## src/rtl/rst_seq_ctrl_if.sv

```systemverilog
// Reset sequencer bus: request inputs, live timing config, and the
// per-domain reset / status outputs of rst_seq_ctrl.
interface rst_seq_ctrl_if #(
   parameter int NDOM = 3,
   parameter int CNTW = 8
);
   logic            prog_rst_ni;
   logic            ndmreset_i;
   logic            sw_rst_req_i;
   logic [CNTW-1:0] hold_cfg_i;
   logic [CNTW-1:0] gap_cfg_i;
   logic [NDOM-1:0] dom_rst_no;
   logic            busy_o;
   logic [3:0]      rst_cause_o;

   // Requester / configuration side
   modport master (
      output prog_rst_ni, ndmreset_i, sw_rst_req_i, hold_cfg_i, gap_cfg_i,
      input  dom_rst_no, busy_o, rst_cause_o
   );

   // Sequencer side
   modport slave (
      input  prog_rst_ni, ndmreset_i, sw_rst_req_i, hold_cfg_i, gap_cfg_i,
      output dom_rst_no, busy_o, rst_cause_o
   );
endinterface

```

## src/rtl/rst_seq_ctrl.sv

```systemverilog
// Reset sequencer: holds all domains in reset for H cycles after the last
// request, then releases domains 0..NDOM-1 in order, G cycles apart.
// Any request (programmer, debug ndmreset, software) restarts the sequence
// and is recorded in the reset-cause register.
module rst_seq_ctrl #(
   parameter int NDOM = 3,
   parameter int CNTW = 8
) (
   input logic           clk_i,
   input logic           rst_i,
   rst_seq_ctrl_if.slave bus
);

   localparam int IDXW = (NDOM > 1) ? $clog2(NDOM) : 1;

   typedef enum logic [1:0] {
      ST_HOLD    = 2'd0,
      ST_RELEASE = 2'd1,
      ST_RUN     = 2'd2
   } state_e;

   state_e          state_q, state_d;
   logic [CNTW-1:0] cnt_q, cnt_d;
   logic [IDXW-1:0] idx_q, idx_d;
   logic [NDOM-1:0] dom_q, dom_d;
   logic            busy_q, busy_d;
   logic [3:0]      cause_q, cause_d;

   logic            req_s;
   logic [3:0]      cause_req_s;
   logic [CNTW-1:0] hold_eff_s;
   logic [CNTW-1:0] gap_eff_s;
   logic [CNTW:0]   cnt_inc_s;
   logic [CNTW-1:0] cnt_sat_s;
   logic            hold_done_s;
   logic            gap_done_s;
   logic            last_s;
   logic [NDOM:0]   dom_shift_s;

   // Request decode, live config (0 means 1), saturating count and compares
   always_comb begin
      req_s       = (~bus.prog_rst_ni) | bus.ndmreset_i | bus.sw_rst_req_i;
      cause_req_s = {bus.sw_rst_req_i, bus.ndmreset_i, ~bus.prog_rst_ni, 1'b0};
      hold_eff_s  = (bus.hold_cfg_i == {CNTW{1'b0}}) ? CNTW'(1) : bus.hold_cfg_i;
      gap_eff_s   = (bus.gap_cfg_i == {CNTW{1'b0}}) ? CNTW'(1) : bus.gap_cfg_i;
      // Compare in CNTW+1 bits so counter+1 never aliases to zero
      cnt_inc_s   = {1'b0, cnt_q} + (CNTW+1)'(1);
      cnt_sat_s   = (&cnt_q) ? cnt_q : (cnt_q + CNTW'(1));
      hold_done_s = (cnt_inc_s >= {1'b0, hold_eff_s});
      gap_done_s  = (cnt_inc_s >= {1'b0, gap_eff_s});
      last_s      = ((int'(idx_q) + 1) >= (NDOM - 1));
      // Releasing the next domain in order is a shift-in of a one
      dom_shift_s = {dom_q, 1'b1};
   end

   // Next-state logic: reset overrides requests, requests override release
   always_comb begin
      state_d = state_q;
      cnt_d   = cnt_q;
      idx_d   = idx_q;
      dom_d   = dom_q;
      cause_d = cause_q;
      if (rst_i) begin
         state_d = ST_HOLD;
         cnt_d   = {CNTW{1'b0}};
         idx_d   = {IDXW{1'b0}};
         dom_d   = {NDOM{1'b0}};
         cause_d = 4'b0001;
      end else if (req_s) begin
         state_d = ST_HOLD;
         cnt_d   = {CNTW{1'b0}};
         idx_d   = {IDXW{1'b0}};
         dom_d   = {NDOM{1'b0}};
         // Repeated requests while holding accumulate; a fresh one overwrites
         if (state_q == ST_HOLD) begin
            cause_d = cause_q | cause_req_s;
         end else begin
            cause_d = cause_req_s;
         end
      end else begin
         case (state_q)
            ST_HOLD: begin
               if (hold_done_s) begin
                  dom_d   = dom_shift_s[NDOM-1:0];
                  cnt_d   = {CNTW{1'b0}};
                  idx_d   = {IDXW{1'b0}};
                  state_d = (NDOM == 1) ? ST_RUN : ST_RELEASE;
               end else begin
                  cnt_d = cnt_sat_s;
               end
            end
            ST_RELEASE: begin
               if (gap_done_s) begin
                  dom_d   = dom_shift_s[NDOM-1:0];
                  idx_d   = idx_q + IDXW'(1);
                  cnt_d   = {CNTW{1'b0}};
                  state_d = last_s ? ST_RUN : ST_RELEASE;
               end else begin
                  cnt_d = cnt_sat_s;
               end
            end
            ST_RUN: begin
               cnt_d = {CNTW{1'b0}};
            end
            default: begin
               state_d = ST_HOLD;
               cnt_d   = {CNTW{1'b0}};
               idx_d   = {IDXW{1'b0}};
               dom_d   = {NDOM{1'b0}};
            end
         endcase
      end
      busy_d = (state_d != ST_RUN);
   end

   // State, counters and registered outputs
   always_ff @(posedge clk_i) begin
      if (rst_i) begin
         state_q <= ST_HOLD;
         cnt_q   <= {CNTW{1'b0}};
         idx_q   <= {IDXW{1'b0}};
         dom_q   <= {NDOM{1'b0}};
         busy_q  <= 1'b1;
         cause_q <= 4'b0001;
      end else begin
         state_q <= state_d;
         cnt_q   <= cnt_d;
         idx_q   <= idx_d;
         dom_q   <= dom_d;
         busy_q  <= busy_d;
         cause_q <= cause_d;
      end
   end

   assign bus.dom_rst_no  = dom_q;
   assign bus.busy_o      = busy_q;
   assign bus.rst_cause_o = cause_q;

endmodule

```

## src/flat_wrapper.sv

```systemverilog
// flat-port wrapper written by rule: the top's interface ports become plain ports
module rst_seq_ctrl_flat 
#(
   parameter int NDOM = 3,
   parameter int CNTW = 8
)
  (clk_i, rst_i, bus_prog_rst_ni, bus_ndmreset_i, bus_sw_rst_req_i, bus_hold_cfg_i, bus_gap_cfg_i, bus_dom_rst_no, bus_busy_o, bus_rst_cause_o);
  rst_seq_ctrl_if #(.NDOM(NDOM), .CNTW(CNTW)) bus_i ();
  input logic clk_i;
  input logic rst_i;
  input wire logic [$bits(bus_i.prog_rst_ni)-1:0] bus_prog_rst_ni;
  input wire logic [$bits(bus_i.ndmreset_i)-1:0] bus_ndmreset_i;
  input wire logic [$bits(bus_i.sw_rst_req_i)-1:0] bus_sw_rst_req_i;
  input wire logic [$bits(bus_i.hold_cfg_i)-1:0] bus_hold_cfg_i;
  input wire logic [$bits(bus_i.gap_cfg_i)-1:0] bus_gap_cfg_i;
  output wire logic [$bits(bus_i.dom_rst_no)-1:0] bus_dom_rst_no;
  output wire logic [$bits(bus_i.busy_o)-1:0] bus_busy_o;
  output wire logic [$bits(bus_i.rst_cause_o)-1:0] bus_rst_cause_o;
  assign bus_i.prog_rst_ni = bus_prog_rst_ni;
  assign bus_i.ndmreset_i = bus_ndmreset_i;
  assign bus_i.sw_rst_req_i = bus_sw_rst_req_i;
  assign bus_i.hold_cfg_i = bus_hold_cfg_i;
  assign bus_i.gap_cfg_i = bus_gap_cfg_i;
  assign bus_dom_rst_no = bus_i.dom_rst_no;
  assign bus_busy_o = bus_i.busy_o;
  assign bus_rst_cause_o = bus_i.rst_cause_o;
  rst_seq_ctrl #(.NDOM(NDOM), .CNTW(CNTW)) u_core (.clk_i(clk_i), .rst_i(rst_i), .bus(bus_i));
endmodule
```

## config.mk

```make
export PLATFORM = sky130hd
export DESIGN_NAME = rst_seq_ctrl_flat
export DESIGN_NICKNAME = d
export VERILOG_FILES = /design/src/rtl/rst_seq_ctrl_if.sv /design/src/rtl/rst_seq_ctrl.sv /design/src/flat_wrapper.sv
export SDC_FILE = /design/constraint.sdc
export NUM_CORES = 1
export LEC_CHECK = 0
export ABC_AREA = 1
export CORE_ASPECT_RATIO = 0.6
export CORE_MARGIN = 2
export CORE_UTILIZATION = 52
export CTS_BUF_LIST = sky130_fd_sc_hd__clkbuf_2 sky130_fd_sc_hd__clkbuf_4 sky130_fd_sc_hd__clkbuf_8
export DETAILED_ROUTE_END_ITERATION = 10
export GPL_ROUTABILITY_DRIVEN = 0
export GPL_TIMING_DRIVEN = 0
export PLACE_DENSITY = 0.82
export SYNTH_ARGS = -nofsm -noshare
export SYNTH_HDL_FRONTEND = slang
export SYNTH_SLANG_ARGS = --single-unit
```

## constraint.sdc

```tcl
create_clock -name clk_i -period 2.3 [get_ports clk_i]
set_input_delay 0.69 -clock clk_i [delete_from_list [all_inputs] [get_ports clk_i]]
set_output_delay 0.69 -clock clk_i [all_outputs]
set_load 0.02 [all_outputs]
```

==> Word level (Yosys, flattened, before mapping) <==
Cells that the tools add are included.
{ "word_totals": {"ff_bits": 20, "n_memories": 0, "output_inout_bits": 8, "elab_cells": 48, "mem_bits_ro": 0, "ramBits": 0, "latchBits": 0} }
{ "op_classes": {"reduce_logical": 6, "n_bitwise": 5, "div": 0, "multipliers": 0, "n_mux": 19, "n_addsub": 4, "magnitude_cmp": 3, "shifts": 0, "eq_ne": 5} }
{ "ops": {"columns": ["operator", "count"], "rows": [
  ["8-bit two-way mux", 5],
  ["32-bit by 3-bit greater-or-equal comparator with 1-bit output, second input constant", 1],
  ["9-bit by 8-bit greater-or-equal comparator with 1-bit output", 2],
  ["8-bit logical NOT", 2],
  ["8-bit one-hot mux with 2 select lines", 1],
  ["2-bit two-way mux", 7],
  ["2-bit one-hot mux with 3 select lines", 2],
  ["8-bit by 1-bit adder with 9-bit output, second input constant", 1],
  ["3-bit one-hot mux with 3 select lines", 1],
  ["8-bit by 1-bit adder with 8-bit output, second input constant", 1],
  ["8-bit AND reduction", 1],
  ["3-bit two-way mux", 2],
  ["4-bit two-way mux", 1],
  ["2-bit by 1-bit != test with 1-bit output, second input constant", 2],
  ["4-bit bitwise OR", 1],
  ["2-bit by 1-bit adder with 3-bit output, second input constant", 1],
  ["3-bit AND reduction", 1],
  ["2-bit by 1-bit adder with 2-bit output, second input constant", 1],
  ["2-bit by 1-bit == test with 1-bit output, second input constant", 1],
  ["2-bit == test, second input constant", 1],
  ["2-bit logical NOT", 1],
  ["2-bit != test, second input constant", 1],
  ["1-bit NOT", 2],
  ["1-bit bitwise OR", 2],
  ["2-bit OR reduction", 1]
]} }

==> Depth between registers and ports, before layout <==
Gate-level depths: netlist (run 1).
{ "depth": {"word_depth": 8, "ltp_mapped": 18} }

==> Least setup slack after synthesis (run 1) <==
Ideal clock, no wire load.
{ "synth_timing": {"kind": "input to register", "from": "input port bus_gap_cfg_i[1]", "to": "register u_core.cnt_q[1]", "required_ns": 2.222, "cell_stages": 14, "t_arrival_ns": 2.109, "path_slack_ns": 0.113, "n_path_buf": 0, "path_cell_list": "nor4_1 -> a41o_1 -> ha_1 -> inv_1 -> nand2_1 -> nand2_1 -> nand3_1 -> nand2_1 -> nand2_1 -> nand2_1 -> nand3_1 -> nand2_1 -> nand2_2 -> nor3_1"} }
{ "synth_via": {"elab_chain_cells": 5} }
{ "synth_lines": {"columns": ["item", "line", "text"], "rows": [
  ["start, declared", "flat_wrapper.sv:15", "input wire logic [$bits(bus_i.gap_cfg_i)-1:0] bus_gap_cfg_i;"],
  ["8-bit logical NOT", "rst_seq_ctrl.sv:45", "gap_eff_s = (bus.gap_cfg_i == {CNTW{1'b0}}) ? CNTW'(1) : bus.gap_cfg_i;"],
  ["8-bit two-way mux (*)", "rst_seq_ctrl.sv:45", null],
  ["9-bit by 8-bit greater-or-equal comparator with 1-bit output (*)", "rst_seq_ctrl.sv:50", "gap_done_s = (cnt_inc_s >= {1'b0, gap_eff_s});"],
  ["8-bit two-way mux (*)", "rst_seq_ctrl.sv:93", "if (gap_done_s) begin"],
  ["8-bit one-hot mux with 2 select lines (*)", "rst_seq_ctrl.sv:81", "case (state_q)"],
  ["end signal, assigned", "rst_seq_ctrl.sv:120", "cnt_q <= {CNTW{1'b0}};"],
  ["end signal, assigned", "rst_seq_ctrl.sv:127", "cnt_q <= cnt_d;"],
  ["end, declared", "rst_seq_ctrl.sv:23", "logic [CNTW-1:0] cnt_q, cnt_d;"]
]} }
Every way passes the cells marked *; elsewhere a longest branch is shown, timed or not.
A chain may end at the register's enable or synchronous reset.

==> Final worst setup path (run 1) <==
{ "layout_timing": {"from": "register u_core.cnt_q[0]", "to": "register u_core.cnt_q[4]"} }
{ "layout_via": {"elab_chain_cells": 4, "word_cells_on_any_way": 9, "cone_classes": "add/sub (2); order compare (2); mux (4); reduce/logical (1)"} }
{ "layout_lines": {"columns": ["item", "line", "text"], "rows": [
  ["8-bit by 1-bit adder with 9-bit output (tied with other cells)", "rst_seq_ctrl.sv:47", "cnt_inc_s = {1'b0, cnt_q} + (CNTW+1)'(1);"],
  ["9-bit by 8-bit greater-or-equal comparator with 1-bit output (tied with other cells)", "rst_seq_ctrl.sv:50", null],
  ["8-bit two-way mux, on equally long branches", "rst_seq_ctrl.sv:93, rst_seq_ctrl.sv:83", null],
  ["8-bit one-hot mux with 2 select lines (*)", "rst_seq_ctrl.sv:81", null]
]} }
Marked as above.

==> reports/results.txt, run 1 <==
cells after synthesis - 182
DRT antenna net count - 0
drt total wl - 4030 µm
minimum clock period - 2290 ps
mux share of post-synthesis cell area - 0%
most frequent cells in the layout - nand2_1 (31), inv_1 (29), nor2_1 (20)
post-synthesis net count - 221
top cell type's share of synthesized area - 30.2%
# H-tree levels - 1
Chip Height - 43.1 µm
WP data arrival - 2480 ps
via count - 1386
min-delay worst type - flop to flop
R2R Path End - u_core.cnt_q[4]
TritonCTS buffer count - 3
worst path cell trace - ha_4 -> xor2_1 -> ha_1 -> nand2_1 -> nand2_1 -> nand2_1 -> nand3_1 -> nand2_1 -> nand2_1 -> nand2_2 -> nand3_4 -> nand2_4 -> nand2_4 -> nor2_1
Critical Path Sink - u_core.cnt_q[4]
Crit path required time - 2490 ps
DRC - 0
Final Hold Fails - 0
Post-CTS Hold Fix Bufs - 0
FF-to-FF Start - u_core.cnt_q[0]
clk buf depth - 2
fin cells - 255
slew margin rel. - 69.0%
met2 usage - 45.0%
critical path class - flop to flop
Syn Area/Cell - 7.28 µm²
RSZ-0062 raised after global routing - yes
Reg2Reg Setup Slack - 8 ps
per-cell routed wire length - 15.8 µm
width of the die - 69.2 µm
Area contributors post-synth - dfxtp_1 (30%), ha_1 (17%), nand2_1 (11%), inv_1 (9.3%), nor2_1 (5.9%)
grt total ovfl - 0
Synth Area in Simple Gates - 29.4%
maximum VDD drop - 218 µV
Max Slew Vio Count - 0
Crit path depth - 14
global-route usage over all layers - 26.0%
synthesized area - 1330 µm²
Post-Synth Adder-Cell Area - 17.0%
Die Area - 2980 µm²
most common cell after layout, fill and taps aside - nand2_1
ys async rst share - 0%
Site Rows - 14
crit path max-delay cell type - dfxtp_4
critical path launch point type - flop
vias in the first global route - 1377
complex-gate fraction of the synthesized area - 9.35%
endpoint type of the worst setup path - flop
f_max - 436 MHz
Main synth FF type - dfxtp_1
area leader, netlist - dfxtp_1
max cap viols - 0
GR peak layer - met2
DRT iter0 DRCs - 78
final period utilization - 99.7%
I/O pin cnt - 29
initial antenna violation count - 0
ratio of cells with drive above 1 in the final layout - 32.3%
Worst Tran Pin Value - 462 ps
First-pass DRT Iterations - 4
fin nets - 264
Starting Density - 53.6%
yosys synthesis warning count - 0
number of fill cells - 144
crit-path max FO - 8
hpwl dp - 2500 µm
Clock Pin Slew Worst Setup and Hold Paths - 80 ps
CP bufs+invs - 0
status - completed
n_diodes - 0
Root Driver - clkbuf_8
CTS tree - yes
CP delay by family, top - simple AND/OR/NAND/NOR gates
area delta synth->final - 51.6%
register area share after synthesis - 30.2%
R2R cell count - 14
placed cells - 242
average vias per placed instance - 5.44
Hold Slack - 465 ps
clk sink count - 20
crit-path most repeated cell - nand2_1
Post-synth EDFFs - 0
Synth Area in XOR/XNOR - 3.97%
# setup viols final - 0
register bit total from synthesis - 20
clock skew - 10.3 ps
Unique masters post-synth - 26
Critical path origin - u_core.cnt_q[0]
worst skew pair latency - 270 ps
largest net degree at the start of global routing - 11
Core Area - 2470 µm²
largest family of logic cells by synthesized area - simple AND/OR/NAND/NOR gates
worst stage delay on the critical path - 400 ps
Lkg Pwr - 0.956 nW
M1 GR Usage - 30.9%
# port buffers - 28
first-pass GRT wire length - 5990 µm
pwr/cell area - 348 nW/µm²
met3 Track Usage GR - 6.89%
cells in the mapped netlist (2+ instances only):
| cell | instances |
|---|---|
| nor4_1 | 2 |
| o21ai_0 | 2 |
| nor2_4 | 2 |
| a41o_1 | 2 |
| nand3_2 | 2 |
| inv_1 | 33 |
| xnor2_1 | 4 |
| nand2_2 | 4 |
| dfxtp_1 | 20 |
| nand3_1 | 7 |
| nand2_1 | 38 |
| ha_1 | 18 |
| a21oi_1 | 14 |
| nor2_1 | 21 |
| xor2_1 | 2 |
kinds of logic (layout without fill, tap and decap cells):
logic type	after synthesis	in the layout
flip-flops	20	20
XOR/XNOR	6	6
AND/OR/NAND/NOR	82	82
adder cells (fa/ha/maj)	18	18
AO/OA/AOI/OAI	21	21
buffers and inverters	35	76
metal layers:
layer | wire length (µm) | part of all wire [%] | up-vias
met1 | 1710 | 42 | 646
met3 | 243 | 6.0 | 14
met2 | 1980 | 49 | 65
met4 | 97 | 2.4 | 0
li1 | - | - | 661
met5 | 0 | 0 | -
flip-flops by register name, indices dropped and copies added, names as in the netlist:
register	count
u_core.bus.busy_o	1
u_core.bus.dom_rst_no	3
u_core.bus.rst_cause_o	4
u_core.cnt_q	8
u_core.idx_q	2
u_core.state_q	2
how the worst min path moves through the flow:
stage / from / to / slack (ps) / depth (start not counted)
floorplan: u_core.idx_q[1] / u_core.idx_q[1] / 440 / 2
global placement: u_core.bus.rst_cause_o[0] / u_core.bus.rst_cause_o[0] / 440 / 1
detailed placement: u_core.bus.rst_cause_o[0] / u_core.bus.rst_cause_o[0] / 450 / 1
CTS: u_core.bus.rst_cause_o[0] / u_core.bus.rst_cause_o[0] / 470 / 1
global route: u_core.bus.rst_cause_o[0] / u_core.bus.rst_cause_o[0] / 490 / 1
finish: u_core.bus.rst_cause_o[0] / u_core.bus.rst_cause_o[0] / 470 / 1
worst reg2reg max path, stage by stage (launching register included):
cell and delay [ps]:
dfxtp_4 400, ha_4 160, xor2_1 330, ha_1 330
nand2_1 70, nand2_1 60, nand2_1 60, nand3_1 90
nand2_1 80, nand2_1 70, nand2_2 120, nand3_4 110
nand2_4 90, nand2_4 80, nor2_1 180
timing repair:
item,4_1_cts,5_1_grt
hold endpoints to repair,0,0
pin swaps,14,25
resized for setup,41,51
buffers inserted,8,2
setup endpoints to repair,16,16
metrics by stage:
stage          worst slack (ps)  instance area (µm²)  utilization [%]  power (mW)  setup TNS (ps)
6_report                   8.03                 2010             81.3       0.698               0
5_1_grt                    -131                 2010             81.3       0.725           -1040
3_5_place_dp               -592                 1650             66.6       0.451           -8230
4_1_cts                    8.53                 1810             73.5       0.682               0
2_1_floorplan               113                 1330                -       0.398               0
3_3_place_gp               -542                 1650             66.6       0.447           -7560
power by group:
part           internal (mW)  switching (mW)  total (mW)
clock                  0.117           0.121       0.238
combinational         0.0573          0.0525       0.110
sequential             0.347         0.00340       0.351
final cells by class:
cell class | count | area (µm²) | share of cell area (%)
repair buffers | 38 | 337 | 16.8
multi-input cells | 127 | 1040 | 52.0
well taps | 32 | 40.0 | 1.99
inverters | 35 | 134 | 6.67
flip-flops and latches | 20 | 413 | 20.6
clock buffers | 3 | 41.3 | 2.06
Note: power is estimated with default switching activity, not from simulation.
==> inputs of run 2 (changes only) <==
--- a/config.mk
+++ b/config.mk
@@ -14,6 +14,7 @@
 export GPL_ROUTABILITY_DRIVEN = 0
 export GPL_TIMING_DRIVEN = 0
 export PLACE_DENSITY = 0.82
+export RECOVER_POWER = 25
 export SYNTH_ARGS = -nofsm -noshare
 export SYNTH_HDL_FRONTEND = slang
 export SYNTH_SLANG_ARGS = --single-unit
==> reports/results.txt, run 2 (synthesis gave the netlist of run 1 again) <==
number of fill cells - 144
via count - 1386
CP delay by family, top - simple AND/OR/NAND/NOR gates
DRT iter0 DRCs - 78
WP data arrival - 2480 ps
endpoint type of the worst setup path - flop
CP bufs+invs - 0
status - completed
critical path launch point type - flop
DRC - 0
min-delay worst type - flop to flop
crit path max-delay cell type - dfxtp_4
total chip power - 0.697 mW
minimum clock period - 2290 ps
# H-tree levels - 1
Post-CTS Hold Fix Bufs - 0
placed cells - 242
Multi-input gate area - 1040 µm²
First-pass DRT Iterations - 4
Site Rows - 14
max reg flops - 8
DRT antenna net count - 0
clk buf depth - 2
slew margin rel. - 69.0%
n_diodes - 0
Clock Pin Slew Worst Setup and Hold Paths - 80 ps
# port buffers - 28
drt total wl - 4030 µm
clk sink count - 20
per-cell routed wire length - 15.8 µm
grt total ovfl - 0
RSZ-0062 raised after global routing - yes
Core Area - 2470 µm²
Max Slew Vio Count - 0
Root Driver - clkbuf_8
ratio of cells with drive above 1 in the final layout - 32.3%
most common cell after layout, fill and taps aside - nand2_1
Worst Tran Pin Value - 462 ps
initial antenna violation count - 0
crit-path max FO - 8
max cap viols - 0
worst path cell trace - ha_4 -> xor2_1 -> ha_1 -> nand2_1 -> nand2_1 -> nand2_1 -> nand3_1 -> nand2_1 -> nand2_1 -> nand2_2 -> nand3_4 -> nand2_4 -> nand2_4 -> nor2_1
largest net degree at the start of global routing - 11
critical path class - flop to flop
width of the die - 69.2 µm
first-pass GRT wire length - 5990 µm
TritonCTS buffer count - 3
CTS tree - yes
area delta synth->final - 51.6%
Chip Height - 43.1 µm
final period utilization - 99.7%
f_max - 436 MHz
Final Hold Fails - 0
vias in the first global route - 1377
fin nets - 264
Die Area - 2980 µm²
Lkg Pwr - 0.955 nW
maximum VDD drop - 218 µV
I/O pin cnt - 29
Storage cell area - 413 µm²
pwr/cell area - 347 nW/µm²
average vias per placed instance - 5.44
worst skew pair latency - 270 ps
most flop-heavy register - u_core.cnt_q
Crit path required time - 2490 ps
worst stage delay on the critical path - 400 ps
hpwl dp - 2500 µm
Starting Density - 53.6%
global-route usage over all layers - 26.0%
fin cells - 255
# setup viols final - 0
crit-path most repeated cell - nand2_1
clock skew - 10.3 ps
most frequent cells in the layout - nand2_1 (31), inv_1 (29), nor2_1 (20)
run 2: path summary, 6_finish.rpt:
path	from	endpoint	slack, ps	cells after the start
hold reg to reg	u_core.bus.rst_cause_o[0]	u_core.bus.rst_cause_o[0]	470	1
hold / removal	u_core.bus.rst_cause_o[0]	u_core.bus.rst_cause_o[0]	470	1
setup reg to reg	u_core.cnt_q[0]	u_core.cnt_q[4]	8	14
setup / recovery	u_core.cnt_q[0]	u_core.cnt_q[4]	8	14
run 2: where the power goes:
part           switching [mW]  internal (mW)  total (mW)  leakage (nW)
logic                  0.0525         0.0565       0.109         0.768
clock network           0.121          0.117       0.238        0.0216
registers             0.00334          0.347       0.351         0.165
total                   0.176          0.521       0.697         0.955
run 2: area by class of cell:
cell class / count / area share [%]
Clock buffer: 3 / 2.06
Inverter: 35 / 6.67
Timing Repair Buffer: 38 / 16.8
Tap cell: 32 / 1.99
Sequential cell: 20 / 20.6
Multi-Input combinational cell: 127 / 52.0
run 2: through the flow:
stage	TNS, ps	util [%]	setup WS [ps]	hold slack (ps)	instance area, µm²
after floorplan	0	-	113	441	1330
after global placement	-7560	66.6	-542	440	1650
after detailed placement	-8230	66.6	-592	447	1650
after CTS	0	73.5	8.53	470	1810
after global routing	-1040	81.3	-131	487	2010
final	0	81.3	8.03	465	2010
run 2: timing repair:
action / 4_1_cts / 5_1_grt
pin swaps: 14 / 25
endpoints found under the setup margin: 16 / 16
gates resized for setup: 41 / 51
setup buffers: 8 / 2
run 2: per-layer routing:
metal / vias to the layer above / routed length, µm / part of all wire [%] / track usage [%]
li1: 661 / - / - / -
met1: 646 / 1710 / 42 / 30.9
met2: 65 / 1980 / 49 / 45.0
met3: 14 / 243 / 6.0 / 6.89
met4: 0 / 97 / 2.4 / 10.6
met5: - / 0 / 0 / 0
run 2: worst reg2reg max path, stage by stage, from the launching register on:
cell	delay [ps]
dfxtp_4	400
ha_4	160
xor2_1	330
ha_1	330
nand2_1	70
nand2_1	60
nand2_1	60
nand3_1	90
nand2_1	80
nand2_1	70
nand2_2	120
nand3_4	110
nand2_4	90
nand2_4	80
nor2_1	180
